`src/rtl/pcs_pkg.sv`:
```
// Shared PCS constants: block geometry, alignment-marker encoding and the
// transmit state machine encoding.
package pcs_pkg;

    localparam int PCS_DATA_W  = 64;
    localparam int PCS_HEAD_W  = 2;
    localparam int PCS_BLOCK_W = PCS_DATA_W + PCS_HEAD_W;

    localparam logic [PCS_HEAD_W-1:0] AM_SYNC = 2'b10;

    // Per-lane marker bytes {M2, M1, M0}; M0 sits in the low byte.
    localparam int AM_LANES_MAX = 4;
    localparam logic [AM_LANES_MAX-1:0][23:0] AM_LANE_BYTES = {
        24'h3D79A2,  // lane 3
        24'h9B65C5,  // lane 2
        24'hE6C4F0,  // lane 1
        24'h477690   // lane 0
    };

    typedef enum logic {
        S_DATA = 1'b0,
        S_AM   = 1'b1
    } state_e;

    // Full 66b marker block: payload M0,M1,M2,BIP3,~M0,~M1,~M2,~BIP3 above the sync header.
    function automatic logic [PCS_BLOCK_W-1:0] am_block(input logic [23:0] m,
                                                         input logic [7:0]  bip);
        return {~bip, ~m, bip, m, AM_SYNC};
    endfunction

endpackage

```
`src/rtl/pcs_tx_am_bip_bip_calc.sv`:
```
// BIP8 step for one lane: folds one 66b block into the running parity.
module bip_calc
    import pcs_pkg::*;
(
    input  logic [PCS_BLOCK_W-1:0] block_i,
    input  logic [7:0]             bip_i,
    output logic [7:0]             bip_o
);

    // Header bits 0/1 land in BIP bits 3/4; payload bits stride 8 starting at block bit 2.
    always_comb begin
        // NOTE: the output gets a full default before the loop so no path can leave it unassigned (no latch).
        bip_o = bip_i;
        for (int b = 0; b < PCS_BLOCK_W; b++) begin
            if (b == 0) begin
                bip_o[3] = bip_o[3] ^ block_i[b];
            end else if (b == 1) begin
                bip_o[4] = bip_o[4] ^ block_i[b];
            end else begin
                bip_o[3'((b - 2) % 8)] = bip_o[3'((b - 2) % 8)] ^ block_i[b];
            end
        end
    end

endmodule

```
`src/rtl/pcs_tx_am_bip.sv`:
```
// Multi-lane PCS transmit back-end: scrambles 66b blocks, inserts per-lane
// alignment markers carrying BIP, and presents a registered valid/ready output.
module pcs_tx_am_bip
    import pcs_pkg::*;
#(
    parameter int LANE_N  = 4,
    parameter int DATA_W  = 64,
    parameter int HEAD_W  = 2,
    parameter int BLOCK_W = DATA_W + HEAD_W,
    parameter int AM_GAP  = 16383,
    parameter bit IS_10G  = 1'b0
) (
    input  logic                      clk,
    input  logic                      nreset,
    input  logic                      in_valid_i,
    output logic                      in_ready_o,
    input  logic [LANE_N*HEAD_W-1:0]  head_i,
    input  logic [LANE_N*DATA_W-1:0]  data_i,
    output logic                      out_valid_o,
    input  logic                      out_ready_i,
    output logic [LANE_N*BLOCK_W-1:0] data_o,
    output logic                      am_o
);

    localparam int               PAY_W     = LANE_N * DATA_W;
    localparam int               CNT_W     = $clog2(AM_GAP);
    localparam logic [CNT_W-1:0] CNT_LAST  = CNT_W'(AM_GAP - 1);
    localparam state_e           RST_STATE = IS_10G ? S_DATA : S_AM;

    state_e                    state_q, state_d;
    logic [CNT_W-1:0]          cnt_q, cnt_d;
    logic [57:0]               scr_q, scr_d, scr_run;
    logic                      out_valid_q, out_valid_d;
    logic                      am_q, am_d;
    logic [LANE_N*BLOCK_W-1:0] data_q, data_d;
    logic [7:0]                bip_q [LANE_N];
    logic [7:0]                bip_d [LANE_N];
    logic [7:0]                bip_nx [LANE_N];
    logic [PAY_W-1:0]          scr_pay;
    logic [LANE_N*BLOCK_W-1:0] scr_blocks, am_blocks;
    logic                      load, accept;

    // Self-synchronous x^58+x^39+1 scrambler over all payloads, lane 0 bit 0 first.
    always_comb begin
        scr_run = scr_q;
        scr_pay = '0;
        for (int i = 0; i < PAY_W; i++) begin
            scr_pay[i] = data_i[i] ^ scr_run[38] ^ scr_run[57];
            scr_run    = {scr_run[56:0], scr_pay[i]};
        end
    end

    for (genvar l = 0; l < LANE_N; l++) begin : g_lane
        assign scr_blocks[l*BLOCK_W +: BLOCK_W] =
            {scr_pay[l*DATA_W +: DATA_W], head_i[l*HEAD_W +: HEAD_W]};

        if (!IS_10G) begin : g_am
            logic [BLOCK_W-1:0] bip_block;
            logic [7:0]         bip_seed;

            assign am_blocks[l*BLOCK_W +: BLOCK_W] = am_block(AM_LANE_BYTES[l], bip_q[l]);
            // A marker restarts the accumulator with its own parity.
            assign bip_block = (state_q == S_AM) ? am_blocks[l*BLOCK_W +: BLOCK_W]
                                                 : scr_blocks[l*BLOCK_W +: BLOCK_W];
            assign bip_seed  = (state_q == S_AM) ? 8'h00 : bip_q[l];

            bip_calc u_bip_calc (
                .block_i (bip_block),
                .bip_i   (bip_seed),
                .bip_o   (bip_nx[l])
            );
        end else begin : g_no_am
            assign am_blocks[l*BLOCK_W +: BLOCK_W] = '0;
            assign bip_nx[l]                       = '0;
        end
    end

    // Handshake, next state and output-register load selection.
    always_comb begin
        state_d     = state_q;
        cnt_d       = cnt_q;
        scr_d       = scr_q;
        out_valid_d = out_valid_q;
        am_d        = am_q;
        data_d      = data_q;
        bip_d       = bip_q;

        load       = ~out_valid_q | out_ready_i;
        in_ready_o = (state_q == S_DATA) & load;
        accept     = in_valid_i & in_ready_o;

        if (state_q == S_AM) begin
            if (load) begin
                data_d      = am_blocks;
                am_d        = 1'b1;
                out_valid_d = 1'b1;
                cnt_d       = '0;
                bip_d       = bip_nx;
                state_d     = S_DATA;
            end
        end else if (accept) begin
            data_d      = scr_blocks;
            am_d        = 1'b0;
            out_valid_d = 1'b1;
            scr_d       = scr_run;
            bip_d       = bip_nx;
            if (!IS_10G) begin
                if (cnt_q == CNT_LAST) begin
                    state_d = S_AM;
                end else begin
                    cnt_d = cnt_q + 1'b1;
                end
            end
        end else if (load) begin
            out_valid_d = 1'b0;
        end
    end

    // State and output registers with synchronous active-low reset; a held block is dropped.
    always_ff @(posedge clk) begin
        // NOTE: sequential state uses non-blocking assignments so every register samples pre-edge values.
        if (!nreset) begin
            state_q     <= RST_STATE;
            cnt_q       <= '0;
            scr_q       <= '1;
            out_valid_q <= 1'b0;
            am_q        <= 1'b0;
            // NOTE: the block register is reset as well, so the gearbox never sees X even while out_valid_o is low.
            data_q      <= '0;
            bip_q       <= '{default: '0};
        end else begin
            state_q     <= state_d;
            cnt_q       <= cnt_d;
            scr_q       <= scr_d;
            out_valid_q <= out_valid_d;
            am_q        <= am_d;
            data_q      <= data_d;
            bip_q       <= bip_d;
        end
    end

    assign out_valid_o = out_valid_q;
    assign am_o        = am_q;
    assign data_o      = data_q;

endmodule
```
`config.mk`:
```
export PLATFORM = sky130hd
export DESIGN_NAME = pcs_tx_am_bip
export DESIGN_NICKNAME = d
export VERILOG_FILES = /design/src/rtl/pcs_pkg.sv /design/src/rtl/pcs_tx_am_bip_bip_calc.sv /design/src/rtl/pcs_tx_am_bip.sv
export SDC_FILE = /design/constraint.sdc
export NUM_CORES = 1
export LEC_CHECK = 0
export CELL_PAD_IN_SITES_DETAIL_PLACEMENT = 1
export CELL_PAD_IN_SITES_GLOBAL_PLACEMENT = 2
export CORE_MARGIN = 10
export CORE_UTILIZATION = 32
export CTS_CLUSTER_DIAMETER = 60
export CTS_CLUSTER_SIZE = 30
export DETAILED_ROUTE_END_ITERATION = 10
export HOLD_SLACK_MARGIN = 0.15
export PLACE_DENSITY = 0.92
export SETUP_SLACK_MARGIN = 0.4
export SLEW_MARGIN = 10
export SYNTH_ARGS = -nofsm -noshare
export SYNTH_HDL_FRONTEND = slang
export SYNTH_SLANG_ARGS = --single-unit
```
`constraint.sdc`:
```
create_clock -name clk -period 7.14 [get_ports clk]
set_input_delay 0.714 -clock clk [delete_from_list [all_inputs] [get_ports clk]]
set_output_delay 0.714 -clock clk [all_outputs]
set_load 0.02 [all_outputs]
```
Word level (Yosys, flattened, before mapping)
Cells that the tools add are included.
{"block": "op_classes", "mux": 28, "bitwise": 657, "eq_ne": 3, "n_reduce_logical": 6, "addsub": 1}
{"operator": "264-bit two-way mux", "count": 3}
{"operator": "1-bit bitwise XOR", "count": 648}
{"operator": "62-bit two-way mux", "count": 4}
{"operator": "32-bit two-way mux", "count": 3}
{"operator": "14-bit two-way mux", "count": 4}
{"operator": "8-bit two-way mux", "count": 4}
{"operator": "8-bit NOT", "count": 4}
{"operator": "14-bit by 1-bit adder with 14-bit output (second input constant)", "count": 1}
{"operator": "14-bit equality test (second input constant)", "count": 1}
{"operator": "1-bit two-way mux", "count": 10}
{"operator": "2-bit AND reduction", "count": 3}
{"operator": "2-bit nonzero test", "count": 2}
{"operator": "3-bit AND reduction", "count": 1}
{"operator": "1-bit bitwise AND", "count": 2}
{"operator": "2-bit by 1-bit inequality test with 1-bit output (second input constant)", "count": 1}
{"operator": "2-bit inequality test (second input constant)", "count": 1}
{"operator": "1-bit NOT", "count": 2}
{"operator": "1-bit bitwise OR", "count": 1}
{"block": "totals", "inputBits": 268, "output_inout_bits": 267, "regBits": 371, "elab_cells": 705}

Longest topological paths before layout
{"block": "logic_depth", "word_depth": 26, "depth_mapped": 10, "depth_no_buf": 9}

Modules after synthesis
From an unflattened synthesis, not the netlist that was laid out.
{"block": "hier_totals", "cells_unflattened": 2494, "hier_area_um2": 23538.8}
{"mod": "pcs_tx_am_bip", "instances": 1, "area_per_inst_um2": 22057.4, "cells_each": 2362, "seq_area_each_um2": 7427.1}
{"mod": "bip_calc", "instances": 4, "area_per_inst_um2": 370.4, "cells_each": 33, "seq_area_each_um2": 0.0}

Least setup slack after synthesis
OpenSTA, ideal clock, no wires.
{"block": "synth_path", "path_type": "input port to flip-flop", "from": "input port data_i[13]", "to": "register bip_q (netlist bit am_blocks[160])", "required_ns": 7.008, "cell_stages": 9, "setup_time_ns": 0.132, "setup_slack_ns": 3.574, "arrival_time_ns": 3.434, "n_path_buf": 0, "path_cell_list": "xnor3_2 xnor3_2 xnor3_2 xor3_1 xnor3_1 or4b_1 o2111ai_1 mux2i_1 a21oi_1"}
{"block": "synth_between", "elab_chain_cells": 19, "elab_cells_between_ends": 20, "cone_classes": "mux: 4; bitwise: 16"}
{"element": "from (decl)", "line": "pcs_tx_am_bip.sv:18", "rtl": "input logic [LANE_N*DATA_W-1:0] data_i,"}
{"element": "1-bit bitwise XOR (*) (8 in series)", "line": "pcs_tx_am_bip.sv:48", "rtl": "scr_pay[i] = data_i[i] ^ scr_run[38] ^ scr_run[57];"}
{"element": "62-bit two-way mux (*)", "line": "pcs_tx_am_bip.sv:63", "rtl": "assign bip_block = (state_q == S_AM) ? am_blocks[l*BLOCK_W +: BLOCK_W]"}
{"element": "1-bit bitwise XOR (*) (8 in series)", "line": "pcs_tx_am_bip_bip_calc.sv:20", "rtl": "bip_o[3'((b - 2) % 8)] = bip_o[3'((b - 2) % 8)] ^ block_i[b];"}
{"element": "32-bit two-way mux (on tied branches)", "line": "pcs_tx_am_bip.sv:101, pcs_tx_am_bip.sv:93"}
{"element": "32-bit two-way mux (*)", "line": "pcs_tx_am_bip.sv:92", "rtl": "if (state_q == S_AM) begin"}
{"element": "to (signal assigned)", "line": "pcs_tx_am_bip.sv:138", "rtl": "bip_q <= bip_d;"}
{"element": "to (decl)", "line": "pcs_tx_am_bip.sv:36", "rtl": "logic [7:0] bip_q [LANE_N];"}
Mark *: on every way between the ends. The rest lies on a longest branch, timed or not. The select of a mux whose other input is x is not followed.
A chain may end at the register's enable or synchronous reset.

Worst setup path after layout
{"block": "layout_path", "from": "register scr_q[23]", "to": "register bip_q (netlist bit am_blocks[225])"}
{"block": "layout_between", "elab_chain_cells": 18, "elab_cells_between_ends": 38, "cone_classes": "mux: 4; bitwise: 34"}
{"element": "from (decl)", "line": "pcs_tx_am_bip.sv:32", "rtl": "logic [57:0] scr_q, scr_d, scr_run;"}
{"element": "from (signal assigned)", "line": "pcs_tx_am_bip.sv:134", "rtl": "scr_q <= scr_d;"}
{"element": "1-bit bitwise XOR (14 in series)", "line": "pcs_tx_am_bip.sv:48"}
{"element": "62-bit two-way mux (*)", "line": "pcs_tx_am_bip.sv:63"}
{"element": "1-bit bitwise XOR (*)", "line": "pcs_tx_am_bip_bip_calc.sv:20"}
{"element": "32-bit two-way mux (on tied branches)", "line": "pcs_tx_am_bip.sv:101, pcs_tx_am_bip.sv:93"}
{"element": "32-bit two-way mux (*)", "line": "pcs_tx_am_bip.sv:92"}
Marked as above.

==> flow_metrics.tcl <==
set metrics [dict create \
    portBuffers 534 \
    netlist_instances 2032 \
    synth_top_flop_cell "dfxtp_1" \
    grt_antenna_before_repair 10 \
    vias 18180 \
    rsz0062_at_grt "no" \
    yosysTopAreaCell "dfxtp_1" \
    max-cap-violations 0 \
    seqCellArea_sq_mm 0.007188 \
    path_clk_slew_ns 0.08 \
    start_util_pct 32.29 \
    timing.fmax_mhz 210.3 \
    fillers 6920 \
    reg2regPathDepth 9 \
    yosys_warnings 0 \
    drtIter0Drc 1861 \
    vias_per_cell 5.370 \
    hpwl_um 88440 \
    layout_commonest_cell "clkdlybuf4s50_1" \
    fin_crit_sh_pct 66.59 \
    status "finished, final reports clean" \
    cp.arrival_ns 5.19 \
    hold_viol 0 \
    yosysSeqAreaShare_pct 36.07 \
    crit_family "XOR/XNOR gates" \
    path_buf_inv 0 \
    avgSynthCellArea_sq_um 9.806 \
    antenna_left 0 \
    synth_area_sq_mm 0.01993 \
    track_usage_pct 29.29 \
    multi_input_area_sq_mm 0.01230 \
    fin_worst_skew_ns 0.04020 \
    cts_buffer_depth 3 \
    cts.sinks 359 \
    ctsHoldBuffers 0 \
    cts_tree "built" \
    synth.top_cells.by_area "dfxtp_1, xnor2_1, xnor3_1, xor2_1, nor2_1" \
    syn_nets 2302 \
    cts_buffers 39 \
    synthDistinctLibCells 47 \
    timing.rr.end "am_blocks[225]$_SDFFE_PN0P_" \
    cp_max_fo 5 \
    grt_overflow 0 \
    gp_congestion 0.9377 \
    grt_start_max_net_pins 100 \
    grt_pass1_vias 18930 \
    io_pins 535 \
    r2r-start "scr_q[23]$_SDFFE_PN1P_" \
    whs_ns 0.4622 \
    fin_crit_ns 4.755 \
    synth_edf_count 0 \
    post_cts_resized 0 \
    cts_root_buf "clkbuf_16" \
    start_kind "flop" \
    finish.net_count 2785 \
    rows 91 \
    detail_route.wl_per_cell_um 32.73 \
    min_path_type "flop to flop" \
    first_pass_iters 5 \
    min_path_cells 2 \
    end_kind "flop" \
    worst_pin_slew_ns 1.220 \
    cts_setup_buffers 0 \
    synth_top_cell_area_share_pct 36.07 \
    die_h_um 269.5 \
    drive_gt1_share_pct 5.896 \
    cts_htree_levels 2 \
    core_sq_mm 0.06171 \
    crit_type "flop to flop" \
    maxSlewViolCount 0 \
    dieArea_sq_mm 0.07265 \
    async_flop_share_pct 0 \
    synth_seq_cells 359 \
    critPathMaxStageDelay_ns 0.71 \
    crit_chain "xor3_1 -> xnor3_1 -> xnor3_1 -> xnor2_1 -> xor2_1 -> xnor2_1 -> xnor3_1 -> xnor2_1 -> o21ai_0" \
    setup_viol 0 \
    die_x_um 269.5 \
    area_growth_pct 38.21 \
    finalWirelength_um 110800 \
    required_ns 7.57 \
    worstHoldStart "data_o[128]$_SDFFE_PN0P_" \
    drc_errors 0 \
    clock_latency_ns 0.60 \
    holdPathEnd "data_o[128]$_SDFFE_PN0P_" \
    maxSlewHeadroom_pct 18.50 \
    cpMaxStageDelayCell "xnor2_1" \
    rrSetupSlack_ns 2.39 \
    tns_ns 0 \
    final_cell_mix "clkdlybuf4s50_1, xnor2_1, dfxtp_1" \
    grt_pass1_wl_um 152700 \
]
-- final cells by class --
type                       count  share of cell area, %
clock inverter                28                  1.181
multi-input combinational   1548                  44.68
inverter                       6                0.09995
timing repair buffer         561                  20.32
sequential                   359                  26.10
clock buffer                  42                  3.775
tap                          837                  3.803
antenna                        5                0.04543
-- cell families (layout without fill, tap and decap cells) --
kind of cell	Yosys count	count (layout)	share of synthesized area, %
muxes	17	17	0.8539
adders and majority gates	2	2	0.1256
buffers and inverters	125	637	2.355
and+or+nand+nor	440	440	8.853
AOI/OAI and AO/OA	427	427	13.27
xor gates and xnor gates	662	662	38.47
other	0	5	0
DFF	359	359	36.07
-- worst max-delay path by stage --
| stage | from | endpoint | slack (ns) | cells after the start |
|---|---|---|---|---|
| CTS | scr_q[23]$_SDFFE_PN1P_ | am_blocks[225]$_SDFFE_PN0P_ | 2.37 | 9 |
| detailed placement | data_i[15] | am_blocks[225]$_SDFFE_PN0P_ | 2.02 | 10 |
| global route | scr_q[23]$_SDFFE_PN1P_ | am_blocks[225]$_SDFFE_PN0P_ | 2.30 | 9 |
| global placement | data_i[15] | am_blocks[225]$_SDFFE_PN0P_ | 2.04 | 10 |
| floorplan | data_i[13] | am_blocks[160]$_SDFFE_PN0P_ | 3.57 | 9 |
| finish | scr_q[23]$_SDFFE_PN1P_ | am_blocks[225]$_SDFFE_PN0P_ | 2.39 | 9 |
-- cell usage after synthesis (4+ instances only) --
cell type  number
buf_1           4
a211oi_1        7
a21oi_1       162
o211ai_1       29
xnor3_2         5
nand3_1        15
dfxtp_1       359
nand4_1         6
nor3_1         21
xor2_1        143
xnor3_1        98
a22oi_1        62
inv_1           5
o21ai_0       115
xnor2_1       384
o221a_2        33
xor3_1         26
mux2i_1        17
nand2_1       141
xnor2_2         4
nor2_1        240
clkbuf_1      115
-- sequential cells by signal, indices dropped and copies added (netlist names) --
| name | cells |
|---|---|
| data_o | 264 |
| scr_q | 58 |
| cnt_q | 14 |
| out_valid_o | 1 |
| am_blocks | 20 |
| state_q | 1 |
| am_o | 1 |
-- worst reg2reg max path, cell delays in order (launching register included) --
cell	delay, ns
dfxtp_1	0.59
xor3_1	0.56
xnor3_1	0.55
xnor3_1	0.64
xnor2_1	0.71
xor2_1	0.17
xnor2_1	0.64
xnor3_1	0.46
xnor2_1	0.17
o21ai_0	0.11
-- through the flow --
step | area [sq um] | worst slack (ns) | utilization [%] | std cells
floorplan | 19930 | 3.574 | - | 2032
CTS | 27530 | 2.372 | 44.61 | 3381
detailed placement | 26160 | 2.025 | 42.39 | 3311
global placement | 26160 | 2.037 | 42.39 | 3311
finish | 27540 | 2.385 | 44.63 | 3386
global route | 27530 | 2.303 | 44.62 | 3383
-- routing by layer --
metal  up-vias  global-route usage, %  wire length [um]
met2       983                  47.44             51020
met4        10                  10.59              4293
met5         -                      0                59
li1       7862                      -                 -
met1      9157                  36.57             44580
met3       170                  8.364             10860
Power is left out: the tool's default activity adds up to more than one toggle a clock period on the data nets, which glitch-free logic cannot reach.
